===== src/rtl/traffic_pkg.sv =====
// traffic_pkg: shared types and constants for the traffic-light configuration bus
package traffic_pkg;
    localparam int TIME_W = 4;
    localparam logic [TIME_W-1:0] DEFAULT_TIME = 4'd10;
    localparam logic PH_RED = 1'b0;
    localparam logic PH_GREEN = 1'b1;
    typedef enum logic [2:0] {IDLE, SETUP, STROBE, HOLD, GO} state_t;
    typedef struct packed {
        logic [TIME_W-1:0] red;
        logic [TIME_W-1:0] green;
        logic              start_c;
    } cfg_entry_t;
endpackage


===== src/rtl/traffic_cfg_master_if.sv =====
// traffic_cfg_master_if: shared command bus sampled by every traffic-light instance
interface traffic_cfg_master_if;
    logic                             inst_send;
    logic                             inst_go;
    logic [1:0]                       traffic_sel;
    logic                             color_sel;
    logic                             start_color;
    logic [traffic_pkg::TIME_W-1:0]   input_time;
    modport master (output inst_send, inst_go, traffic_sel, color_sel, start_color, input_time);
    modport slave  (input  inst_send, inst_go, traffic_sel, color_sel, start_color, input_time);
endinterface


===== src/rtl/traffic_cfg_table.sv =====
// traffic_cfg_table: per-light red/green/start-color register file, one write port, one read port
module traffic_cfg_table
    import traffic_pkg::*;
#(
    parameter int NUM_LIGHTS = 4,
    parameter logic [TIME_W-1:0] DEFAULT_TIME = traffic_pkg::DEFAULT_TIME
) (
    input  logic              clk,
    input  logic              rst,
    input  logic              we,
    input  logic [1:0]        wr_idx,
    input  logic              wr_green,
    input  logic [TIME_W-1:0] wr_time,
    input  logic              wr_start,
    input  logic [1:0]        rd_idx,
    output cfg_entry_t        rd_entry
);
    cfg_entry_t tbl [NUM_LIGHTS];
    logic in_range;
    logic [TIME_W-1:0] wr_val;
    assign in_range = {1'b0, wr_idx} < 3'(NUM_LIGHTS);
    // a zero time would never expire in the light, so it is stored as one
    assign wr_val = (wr_time == '0) ? TIME_W'(1) : wr_time;
    assign rd_entry = tbl[rd_idx];
    always_ff @(posedge clk) begin
        if (rst) begin
            for (int k = 0; k < NUM_LIGHTS; k++)
                tbl[k] <= '{red: DEFAULT_TIME, green: DEFAULT_TIME, start_c: 1'b0};
        end else if (we && in_range) begin
            if (wr_green) tbl[wr_idx].green <= wr_val;
            else          tbl[wr_idx].red   <= wr_val;
            tbl[wr_idx].start_c <= wr_start;
        end
    end
endmodule


===== src/rtl/traffic_cfg_master.sv =====
// traffic_cfg_master: programs red/green times into every light over the shared bus, then strobes go
module traffic_cfg_master
    import traffic_pkg::*;
#(
    parameter int NUM_LIGHTS = 4,
    parameter int SETTLE_CYCLES = 1,
    parameter logic [TIME_W-1:0] DEFAULT_TIME = traffic_pkg::DEFAULT_TIME
) (
    input  logic                         clk,
    input  logic                         rst,
    input  logic                         btn_load,
    input  logic                         btn_go,
    input  logic [1:0]                   sw_light,
    input  logic                         sw_color,
    input  logic                         sw_start_color,
    input  logic [TIME_W-1:0]            sw_time,
    traffic_cfg_master_if.master         bus,
    output logic                         busy,
    output logic                         running
);
    localparam int CW = (SETTLE_CYCLES > 1) ? $clog2(SETTLE_CYCLES) : 1;
    state_t state, nxt;
    logic [1:0] light, nxt_light;
    logic phase, nxt_phase;
    logic [CW-1:0] cnt, nxt_cnt;
    cfg_entry_t rd_entry;
    traffic_cfg_table #(.NUM_LIGHTS(NUM_LIGHTS), .DEFAULT_TIME(DEFAULT_TIME)) u_table (
        .clk      (clk),
        .rst      (rst),
        .we       (btn_load && state == IDLE),
        .wr_idx   (sw_light),
        .wr_green (sw_color),
        .wr_time  (sw_time),
        .wr_start (sw_start_color),
        .rd_idx   (nxt_light),
        .rd_entry (rd_entry)
    );
    always_comb begin
        nxt = state;
        nxt_light = light;
        nxt_phase = phase;
        nxt_cnt = cnt;
        case (state)
            IDLE: begin
                // a load in the same cycle wins and the go request is dropped
                if (btn_go && !btn_load) begin
                    nxt = running ? GO : SETUP;
                    nxt_light = running ? light : 2'd0;
                    nxt_phase = running ? phase : PH_RED;
                end
            end
            SETUP: nxt = STROBE;
            STROBE: begin
                nxt = HOLD;
                nxt_cnt = '0;
            end
            HOLD: begin
                if (cnt == CW'(SETTLE_CYCLES - 1)) begin
                    nxt = (phase == PH_GREEN && light == 2'(NUM_LIGHTS - 1)) ? GO : SETUP;
                    nxt_phase = (phase == PH_RED) ? PH_GREEN : PH_RED;
                    nxt_light = (phase == PH_GREEN && nxt == SETUP) ? light + 2'd1 : light;
                end else begin
                    nxt_cnt = cnt + CW'(1);
                end
            end
            GO: nxt = IDLE;
            default: nxt = IDLE;
        endcase
    end
    always_ff @(posedge clk) begin
        if (rst) begin
            state <= IDLE;
            light <= '0;
            phase <= PH_RED;
            cnt <= '0;
            bus.inst_send <= 1'b0;
            bus.inst_go <= 1'b0;
            bus.traffic_sel <= '0;
            bus.color_sel <= 1'b0;
            bus.start_color <= 1'b0;
            bus.input_time <= '0;
            busy <= 1'b0;
            running <= 1'b0;
        end else begin
            state <= nxt;
            light <= nxt_light;
            phase <= nxt_phase;
            cnt <= nxt_cnt;
            bus.inst_send <= (nxt == STROBE);
            bus.inst_go <= (nxt == GO);
            busy <= (nxt != IDLE);
            if (nxt == GO) running <= !running;
            // fields latch on entry to SETUP and hold through STROBE/HOLD and IDLE
            if (nxt == SETUP) begin
                bus.traffic_sel <= nxt_light;
                bus.color_sel <= nxt_phase;
                bus.input_time <= (nxt_phase == PH_GREEN) ? rd_entry.green : rd_entry.red;
                bus.start_color <= rd_entry.start_c;
            end
        end
    end
endmodule

===== src/flat_wrapper.sv =====
// flat-port wrapper written by rule: the top's interface ports become plain ports
module traffic_cfg_master_flat import traffic_pkg::*;
#(
    parameter int NUM_LIGHTS = 4,
    parameter int SETTLE_CYCLES = 1,
    parameter logic [TIME_W-1:0] DEFAULT_TIME = traffic_pkg::DEFAULT_TIME
)
  (clk, rst, btn_load, btn_go, sw_light, sw_color, sw_start_color, sw_time, busy, running, bus_inst_send, bus_inst_go, bus_traffic_sel, bus_color_sel, bus_start_color, bus_input_time);
  traffic_cfg_master_if bus_i ();
  input  logic clk;
  input  logic rst;
  input  logic btn_load;
  input  logic btn_go;
  input  logic [1:0] sw_light;
  input  logic sw_color;
  input  logic sw_start_color;
  input  logic [TIME_W-1:0] sw_time;
  output logic busy;
  output logic running;
  output wire logic [$bits(bus_i.inst_send)-1:0] bus_inst_send;
  output wire logic [$bits(bus_i.inst_go)-1:0] bus_inst_go;
  output wire logic [$bits(bus_i.traffic_sel)-1:0] bus_traffic_sel;
  output wire logic [$bits(bus_i.color_sel)-1:0] bus_color_sel;
  output wire logic [$bits(bus_i.start_color)-1:0] bus_start_color;
  output wire logic [$bits(bus_i.input_time)-1:0] bus_input_time;
  assign bus_inst_send = bus_i.inst_send;
  assign bus_inst_go = bus_i.inst_go;
  assign bus_traffic_sel = bus_i.traffic_sel;
  assign bus_color_sel = bus_i.color_sel;
  assign bus_start_color = bus_i.start_color;
  assign bus_input_time = bus_i.input_time;
  traffic_cfg_master #(.NUM_LIGHTS(NUM_LIGHTS), .SETTLE_CYCLES(SETTLE_CYCLES), .DEFAULT_TIME(DEFAULT_TIME)) u_core (.clk(clk), .rst(rst), .btn_load(btn_load), .btn_go(btn_go), .sw_light(sw_light), .sw_color(sw_color), .sw_start_color(sw_start_color), .sw_time(sw_time), .bus(bus_i), .busy(busy), .running(running));
endmodule

===== config.mk =====
export PLATFORM = sky130hd
export DESIGN_NAME = traffic_cfg_master_flat
export DESIGN_NICKNAME = d
export VERILOG_FILES = /design/src/rtl/traffic_pkg.sv /design/src/rtl/traffic_cfg_master_if.sv /design/src/rtl/traffic_cfg_table.sv /design/src/rtl/traffic_cfg_master.sv /design/src/flat_wrapper.sv
export SDC_FILE = /design/constraint.sdc
export NUM_CORES = 1
export LEC_CHECK = 0
export ABC_AREA = 0
export BUFFER_PORTS_ARGS = -buffer_cell sky130_fd_sc_hd__buf_2
export CORE_ASPECT_RATIO = 0.5
export CORE_MARGIN = 5
export CORE_UTILIZATION = 50
export CTS_CLUSTER_SIZE = 20
export DETAILED_ROUTE_END_ITERATION = 8
export GPL_TIMING_DRIVEN = 0
export PLACE_DENSITY = 0.8
export SYNTH_ARGS = -nofsm -noshare
export SYNTH_HDL_FRONTEND = slang
export SYNTH_SLANG_ARGS = --single-unit

===== constraint.sdc =====
create_clock -name clk -period 2.7 [get_ports clk]
set_input_delay 0 -clock clk [delete_from_list [all_inputs] [get_ports clk]]
set_output_delay 0 -clock clk [all_outputs]
set_load 0.01 [all_outputs]

== Yosys cells after proc, flatten, opt, wreduce, memory -nomap -nowiden ==
Memory sizes are Yosys's and may differ from the RTL's.
Index checks and enable logic that the tools add are counted.

* Memories kept: 1
* Output and inout port bits: 12
* Logic and storage cells: 69
* Register bits after elaboration: 19
* Input bits: 12
* RAM bits: 36

{| class="wikitable"
|+ Memories
! name !! depth !! width !! read ports !! clocked after memory_dff !! wr ports !! RTL line !! text
|-
| u_core.u_table.tbl || 4 || 9 || 1 || 0 || 4 || traffic_cfg_table.sv:18 || <nowiki>cfg_entry_t tbl [NUM_LIGHTS];</nowiki>
|}

* Equality and inequality tests: 8
* Reductions and logical operators: 11
* Muxes and demuxes: 35
* Add/subtract/negate cells: 2

{| class="wikitable"
|+ Operators with widths
! kind !! count
|-
| 1-bit 2-to-1 mux || 18
|-
| 3-bit 2-to-1 mux || 5
|-
| 3-bit one-hot mux with 4 select lines || 1
|-
| 2-bit 2-to-1 mux || 5
|-
| 3-bit by 1-bit == test with 1-bit output (second input constant) || 3
|-
| 3-bit by 2-bit == test with 1-bit output (second input constant) || 3
|-
| 9-bit 2-to-1 mux || 1
|-
| 9-bit OR reduction || 1
|-
| 4-bit 2-to-1 mux || 2
|-
| 1-bit logical AND || 4
|-
| 4-bit logical NOT || 1
|-
| 1-bit one-hot mux with 2 select lines || 2
|-
| 2-bit one-hot mux with 2 select lines || 1
|-
| 3-bit == test (second input constant) || 1
|-
| 3-bit logical NOT || 1
|-
| 3-bit nonzero test || 1
|-
| 2-bit by 1-bit adder with 2-bit output (second input constant) || 1
|-
| 2-bit == test (second input constant) || 1
|-
| 1-bit logical NOT || 2
|-
| 2-bit nonzero test || 1
|-
| 1-bit adder (second input constant) || 1
|}

== Depth between registers and ports, before layout ==
Gate-level depths: netlist of the first run.
An unclocked memory read counts as a cell.

* Word-level depth: 10
* Depth in mapped cells: 9
* Gate-level depth less buffers: 7

== By module ==
From an unflattened synthesis of the first run, not the netlist that was laid out.

* Cell total of the unflattened synthesis: 209
* Area, all modules: 2560.0 um^2

{| class="wikitable"
|+ Modules (own cells, without submodules)
! module !! times used !! cells each !! area each (um^2) !! sequential area each (um^2)
|-
| traffic_cfg_table || 1 || 117 || 1727.9 || 1081.0
|-
| traffic_cfg_master || 1 || 92 || 832.0 || 360.3
|}

== Worst setup path after synthesis of the first run ==
Ideal clock, no wire load.

* Kind: flip-flop to flip-flop
* From: reg u_core.light[0]
* To: reg u_core.bus.input_time[3]
* Clock period less this slack: 2213 ps
* Stages on the path, launching flop included: 10
* Slack: 487 ps
* Data arrival time: 2085 ps
* Path through: dfxtp_1 > ha_1 > nand4b_1 > o22a_4 > a22oi_2 > buf_6 > buf_6 > mux2_2 > a22oi_1 > o211ai_2

* Cells in the longest elaborated chain, start to end: 10
* Elaborated cells on any way between the ends: 16
* Classes of those cells: add/sub: 1; eq/ne: 3; mux: 9; reduce/logical: 2; memory: 1

{| class="wikitable"
|+ Ends and longest elaborated chain
! element !! RTL line !! text
|-
| from (decl) || traffic_cfg_master.sv:23 || <nowiki>logic [1:0] light, nxt_light;</nowiki>
|-
| from (signal assigned) || traffic_cfg_master.sv:86 || <nowiki>light <= nxt_light;</nowiki>
|-
| 2-bit == test || traffic_cfg_master.sv:59 || <nowiki>nxt = (phase == PH_GREEN && light == 2'(NUM_LIGHTS - 1)) ? GO : SETUP;</nowiki>
|-
| 1-bit logical AND || traffic_cfg_master.sv:59 ||
|-
| 3-bit 2-to-1 mux || traffic_cfg_master.sv:59 ||
|-
| 3-bit by 1-bit == test with 1-bit output || traffic_cfg_master.sv:61 || <nowiki>nxt_light = (phase == PH_GREEN && nxt == SETUP) ? light + 2'd1 : light;</nowiki>
|-
| 1-bit logical AND || traffic_cfg_master.sv:61 ||
|-
| 2-bit 2-to-1 mux || traffic_cfg_master.sv:61 ||
|-
| 2-bit 2-to-1 mux || traffic_cfg_master.sv:58 || <nowiki>if (cnt == CW'(SETTLE_CYCLES - 1)) begin</nowiki>
|-
| 2-bit one-hot mux with 2 select lines || traffic_cfg_master.sv:43 || <nowiki>case (state)</nowiki>
|-
| memory read 4 x 9 bit || -- ||
|-
| 4-bit 2-to-1 mux || traffic_cfg_master.sv:97 || <nowiki>bus.input_time <= (nxt_phase == PH_GREEN) ? rd_entry.green : rd_entry.red;</nowiki>
|-
| to (signal assigned) || traffic_cfg_master.sv:97 ||
|-
| to (decl) || traffic_cfg_master_if.sv:9 || <nowiki>modport master (output inst_send, inst_go, traffic_sel, color_sel, start_color, input_time);</nowiki>
|}

Several ways; a longest one is shown, not always the timed one.
A chain may end at the register's enable or synchronous reset.

== Worst setup path after layout of the first run ==
Same ends and word-level chain as after synthesis.

==> results of run 1 <==
## routing by layer
layer  global-route usage [%]  wire [um]  share of wire, %  vias up
li1                         -          -                 -      884
met4                     7.63         91               1.7        0
met1                     19.8       2330                44      856
met3                     3.49        268               5.1       11
met2                     29.8       2590                49       53
met5                        0          0                 0        -
## power by group through the flow
stage                     Combinational, W  Sequential [W]  Clock [W]
after global routing              0.000282        0.000966   0.000579
after CTS                         0.000254        0.000961   0.000553
after global placement            0.000244        0.000977          0
final                             0.000255        0.000960   0.000544
after detailed placement          0.000251        0.000980          0
after floorplan                   0.000165        0.000986          0
## area by class of cell
type / count / area [um2]
fill: 399 / 2060
clock buffer: 5 / 68.8
multi-input combinational: 153 / 1000
tap: 70 / 87.6
inverter: 9 / 33.8
timing repair buffer: 22 / 115
sequential: 54 / 1440
buffer: 13 / 76.3
clock inverter: 3 / 45.0
## worst max-delay path: cells and delay by family, from the launching register on
kind / cells / cell delay [ns]
buffers and inverters: 2 / 0.36
adder cells (fa/ha/maj): 1 / 0.24
AO/OA/AOI/OAI: 4 / 0.79
AND/OR/NAND/NOR: 1 / 0.35
multiplexers: 1 / 0.34
flip-flops: 1 / 0.33
## worst max-delay path by stage
stage                          from                        to  cells after the start
floorplan           u_core.light[0]  u_core.bus.input_time[3]                      9
finish              u_core.light[0]  u_core.bus.input_time[3]                      9
CTS                 u_core.light[0]  u_core.bus.input_time[3]                      9
detailed placement  u_core.light[0]  u_core.bus.input_time[3]                      9
global placement    u_core.light[0]  u_core.bus.input_time[3]                      9
global route        u_core.light[0]  u_core.bus.input_time[3]                      9
## kinds of logic (layout without fill, tap and decap cells)
kind of cell,after synthesis,in the layout,share of synthesized area [%]
adder cells (fa/ha/maj),1,1,0.490
AO/OA/AOI/OAI,35,35,10.0
AND/OR/NAND/NOR,93,93,18.8
XOR/XNOR,2,2,0.686
buffers and inverters,22,52,4.31
multiplexers,22,22,9.22
flip-flops,54,54,56.5
## state kept, by name, indices dropped and copies added (netlist names), 2 cells and up
register	cells
u_core.bus.input_time	4
u_core.u_table.tbl	36
u_core.light	2
u_core.state	3
u_core.bus.traffic_sel	2
## through the flow
step	utilization [%]	setup slack, ns	power [W]
floorplan	-	0.487	0.00115
global placement	55.7	0.306	0.00122
detailed placement	55.7	0.226	0.00123
CTS	58.2	0.173	0.00177
global route	58.2	0.0256	0.00183
finish	58.2	0.180	0.00176
## repair_timing
item | CTS | global route
hold endpoints to repair | 1 | 0
endpoints found under the setup margin | 0 | 0
hold buffers | 1 | 0
## cells in the final DEF, fill, tap and decap left out, drive strengths merged, types with 5 or more instances in the layout
master / n
a21oi: 11
nand2: 11
nor2: 33
mux2: 12
or2: 9
dfxtp: 18
nor3: 7
a22oi: 5
nand3: 5
nand2b: 7
mux2i: 10
inv: 9
buf: 27
clkbuf: 12
edfxtp: 36
==> flow_summary.ini, run 1 <==
[status]
run_status = complete, no violations

[placement]
dp_cells = 320
io_buffers = 21
routabilityCongestion = 0.879
dp_hpwl_um = 3950
place_area_um2 = 2750

[critical_path]
timing.rr.start = u_core.light[0]
rr_endpoint = u_core.bus.input_time[3]
worstPathMaxFanout = 10
cp-end-kind = flip-flop
max_stage_delay_ns = 0.36
critPathSlowestCell = o22a_4
reg2reg_slack_ns = 0.18
cp-start-kind = flip-flop
critPathArrivalTime_ns = 2.71
crit_chain = ha_1 > nand4b_1 > o22a_4 > a22oi_2 > buf_6 > buf_6 > mux2_2 > a22oi_1 > o211ai_2
critPathKind = reg -> reg
worst_r2r_path_depth = 9
critPathRequiredTime_ns = 2.89
critical_path.most_common_cell = buf_6

[global_routing]
grt_pass1_wl_um = 8490
gr-total-overflow = 0
grt_start_max_net_pins = 18
grt.total_usage_pct = 16.5
antenna_found_initial = 0
grt_pass1_vias = 1754

[routing]
drc = 0
final_antenna_net_count = 0
wl_um = 5280
dr.pass1.iters = 4
num_vias = 1804
drt-vias-per-instance = 5.48
wire_per_inst_um = 16.1
drt_iter0_markers = 189

[logic_synthesis]
netlist_area_um2 = 2550
synthArstFlopShare_pct = 0
synth_edf_count = 36
yosysMostFrequentCell = edfxtp_1
syn-num-nets = 242
ys_ff_latch = 54
synth_common_cells = edfxtp_1, nor2_1, dfxtp_1, mux2_2
avgSynthCellArea_um2 = 11.1
synthDominantCellAreaShare_pct = 42.4
synth_largest_area_cell = edfxtp_1
yosysUniqueCellTypes = 44
synth_cells = 229
synthFlopType = edfxtp_1
ys_warn_count = 0
ys_seq_area_share_pct = 56.5
yosys-top-cells-area = edfxtp_1, dfxtp_1, mux2_2

[die]
die_h_um = 60.5
ios = 24
design.die.area_um2 = 6720
core_area_um2 = 4930
row_count = 18
initial_core_util_pct = 51.8
die_width_um = 111

[layout]
design_area_um2 = 2870
stdcell_count = 329
area_growth_syn_to_layout_pct = 12.4
drive_above_1_share_pct = 23.6
final_nets = 271
antennaDiodeCount = 0

[hold_path]
hold_start = btn_load
hold_depth = 3
worst_hold_path_type = in -> reg
hold_end = u_core.busy

[timing]
tightestPinTransition_ns = 0.646
period_share_pct = 93.3
whs_ns = 0.0127
skew_ns = 0.00449
hold_viol_final = 0
setup_viol = 0
fmax_mhz = 397
max_slew_margin_pct = 56.9
setup_tns_ns = 0
slew_viol_final = 0
fin_crit_ns = 2.52
rsz0062_at_grt = false

[pwr]
vdd_drop_max_mv = 0.247
sw_frac_of_total_pct = 25.6
p_per_area_nw_per_um2 = 613
power.leakage_nw = 1.07
power_switching_w = 0.000451
p_seq_share_pct = 54.6
pwr-share-clk_pct = 30.9
pwr-share-comb_pct = 14.5
p_int_w = 0.00131

[clocking]
ctsLongestPathBuffers = 2
cts_tree = done
cts_buffers = 5
clk_latency_ns = 0.31
post-cts-setup-buffers = 0
clk_pin_slew_ns = 0.10
h-tree-depth = 2
ctsResizeCount = 0
cts_sinks = 54
root_buffer = clkbuf_8

[flow_run]
drv_cap = 0
Note: power is estimated with default switching activity, not from simulation.
==> run 2, diff against run 1 <==
--- a/config.mk
+++ b/config.mk
@@ -14,6 +14,7 @@
 export DETAILED_ROUTE_END_ITERATION = 8
 export GPL_TIMING_DRIVEN = 0
 export PLACE_DENSITY = 0.8
+export REMOVE_ABC_BUFFERS = 1
 export SYNTH_ARGS = -nofsm -noshare
 export SYNTH_HDL_FRONTEND = slang
 export SYNTH_SLANG_ARGS = --single-unit
==> flow_summary.ini, run 2 (same netlist as run 1, synthesis figures left out) <==
[layout]
top_register = u_core.u_table.tbl
stdcell_count = 323
top_regs = u_core.u_table.tbl x36, u_core.bus.input_time x4, u_core.state x3
nFillCells = 412
final_common_cell = edfxtp_1
final_cell_mix = edfxtp_1, nor2_1, buf_2
final_nets = 265
regArea_um2 = 1440
multi_input_comb_area_um2 = 1000
largest_register_ffs = 36
area_growth_syn_to_layout_pct = 11.6
antennaDiodeCount = 0
drive_above_1_share_pct = 25.3

[clocking]
cts_buffers = 5
clk_pin_slew_ns = 0.10
h-tree-depth = 2
ctsLongestPathBuffers = 2
clk_latency_ns = 0.31
cts_tree = done
root_buffer = clkbuf_8
cts_sinks = 54

[placement]
io_buffers = 23
routabilityCongestion = 0.832
dp_hpwl_um = 3650
dp_cells = 309

[die]
ios = 24
initial_core_util_pct = 51.8
core_area_um2 = 4930
die_width_um = 111
die_h_um = 60.5
design.die.area_um2 = 6720
row_count = 18

[global_routing]
grt.total_usage_pct = 15.8
antenna_found_initial = 0
grt_pass1_vias = 1777
grt_start_max_net_pins = 23
gr-total-overflow = 0
grtUsageMet2_pct = 28.9
grt_use_met1_pct = 18.8
grt_pass1_wl_um = 8270
grt-busiest-layer = met2
use_met3_pct = 3.98

[critical_path]
cp-start-kind = flip-flop
critPathKind = reg -> reg
reg2reg_slack_ns = 0.25
critPathSlowestCell = dfxtp_1
critPathArrivalTime_ns = 2.64
timing.rr.start = u_core.light[0]
worstPathMaxFanout = 12
cp-end-kind = flip-flop
critPathRequiredTime_ns = 2.89
crit_chain = ha_1 > nand4b_1 > o22a_4 > a22oi_2 > buf_12 > mux2_2 > a22oi_1 > o211ai_2
startpoint = u_core.light[0]
crit_family = compound AO/OA/AOI/OAI gates
cp.buffers_inverters = 1
max_stage_delay_ns = 0.42

[status]
run_status = complete, no violations

[timing]
fmax_mhz = 408
fin_crit_ns = 2.45
tightestPinTransition_ns = 0.636
hold_viol_final = 0
period_share_pct = 90.7
rsz0062_at_grt = false
skew_ns = 0.00998
slew_viol_final = 0
max_slew_margin_pct = 57.6
setup_tns_ns = 0
setup_viol = 0

[pwr]
pwr-share-comb_pct = 13.8
power_switching_w = 0.000459
p_int_w = 0.00121
sw_frac_of_total_pct = 27.5
vdd_drop_max_mv = 0.265
p_per_area_nw_per_um2 = 587
pwr-share-clk_pct = 27.8
p_seq_share_pct = 58.4
power.leakage_nw = 1.07

[flow_run]
drv_cap = 0

[hold_path]
hold_start = btn_load
worst_hold_path_type = in -> reg

[routing]
num_vias = 1802
drc = 0
dr.pass1.iters = 4
wl_um = 5220
final_antenna_net_count = 0
drt_iter0_markers = 159
drt-vias-per-instance = 5.58
wire_per_inst_um = 16.2
## run 2: cell count changes in the layout (fill, tap and decap cells not counted), sizes merged
cell,previous run,this run
inv,9,10
clkbuf,12,5
bufinv,1,0
clkinv,0,1
buf,27,28
clkinvlp,2,1
## run 2: worst min-delay path, delay by kind of cell
family          cells  cell delay (ns)
compound gates      1             0.06
buf+inv             1             0.11
simple gates        1             0.10
## run 2: per-stage QoR
stage | worst slack (ns) | power (W) | hold slack (ns) | cell area, um2 | utilization (%)
after floorplan | 0.0292 | 0.00114 | 0.0691 | 2480 | -
final | 0.250 | 0.00167 | 0.0116 | 2850 | 57.8
after global routing | 0.145 | 0.00174 | 0.0397 | 2850 | 57.8
after detailed placement | -0.408 | 0.00122 | 0.295 | 2680 | 54.3
after CTS | 0.185 | 0.00167 | 0.00777 | 2840 | 57.5
after global placement | -0.277 | 0.00121 | 0.284 | 2680 | 54.3
## run 2: power groups by stage
stage	Clock [W]	Sequential, W	Combinational [W]
after CTS	0.000470	0.000976	0.000227
final	0.000466	0.000977	0.000231
after floorplan	0	0.000999	0.000136
after global routing	0.000504	0.000982	0.000254
after global placement	0	0.000991	0.000217
after detailed placement	0	0.000996	0.000225
## run 2: area by class of cell
cell class              count  share of cell area [%]
repair buffers             29                    6.59
multi-input cells         153                    35.3
flip-flops and latches     54                    50.6
well taps                  70                    3.07
clock inverters             3                   0.878
clock buffers               5                    2.42
inverters                   9                    1.19
## run 2: what timing repair did
item                       CTS  global route
setup buffers                4             1
pin swaps                    1             0
hold buffers                 1             0
setup endpoints to repair    5             1
gates resized for setup      0             1
hold endpoints to repair     1             0
## run 2: per-layer routing
layer | part of all wire (%) | up-vias
li1 | - | 872
met1 | 43 | 862
met2 | 49 | 60
met3 | 6.1 | 8
met4 | 1.6 | 0
met5 | 0 | -
## run 2: worst paths after layout
check                                   to  cells past startpoint
setup reg to reg  u_core.bus.input_time[0]                      8
setup / recovery  u_core.bus.input_time[0]                      8
hold / removal                 u_core.busy                      3
hold reg to reg       u_core.bus.color_sel                      2
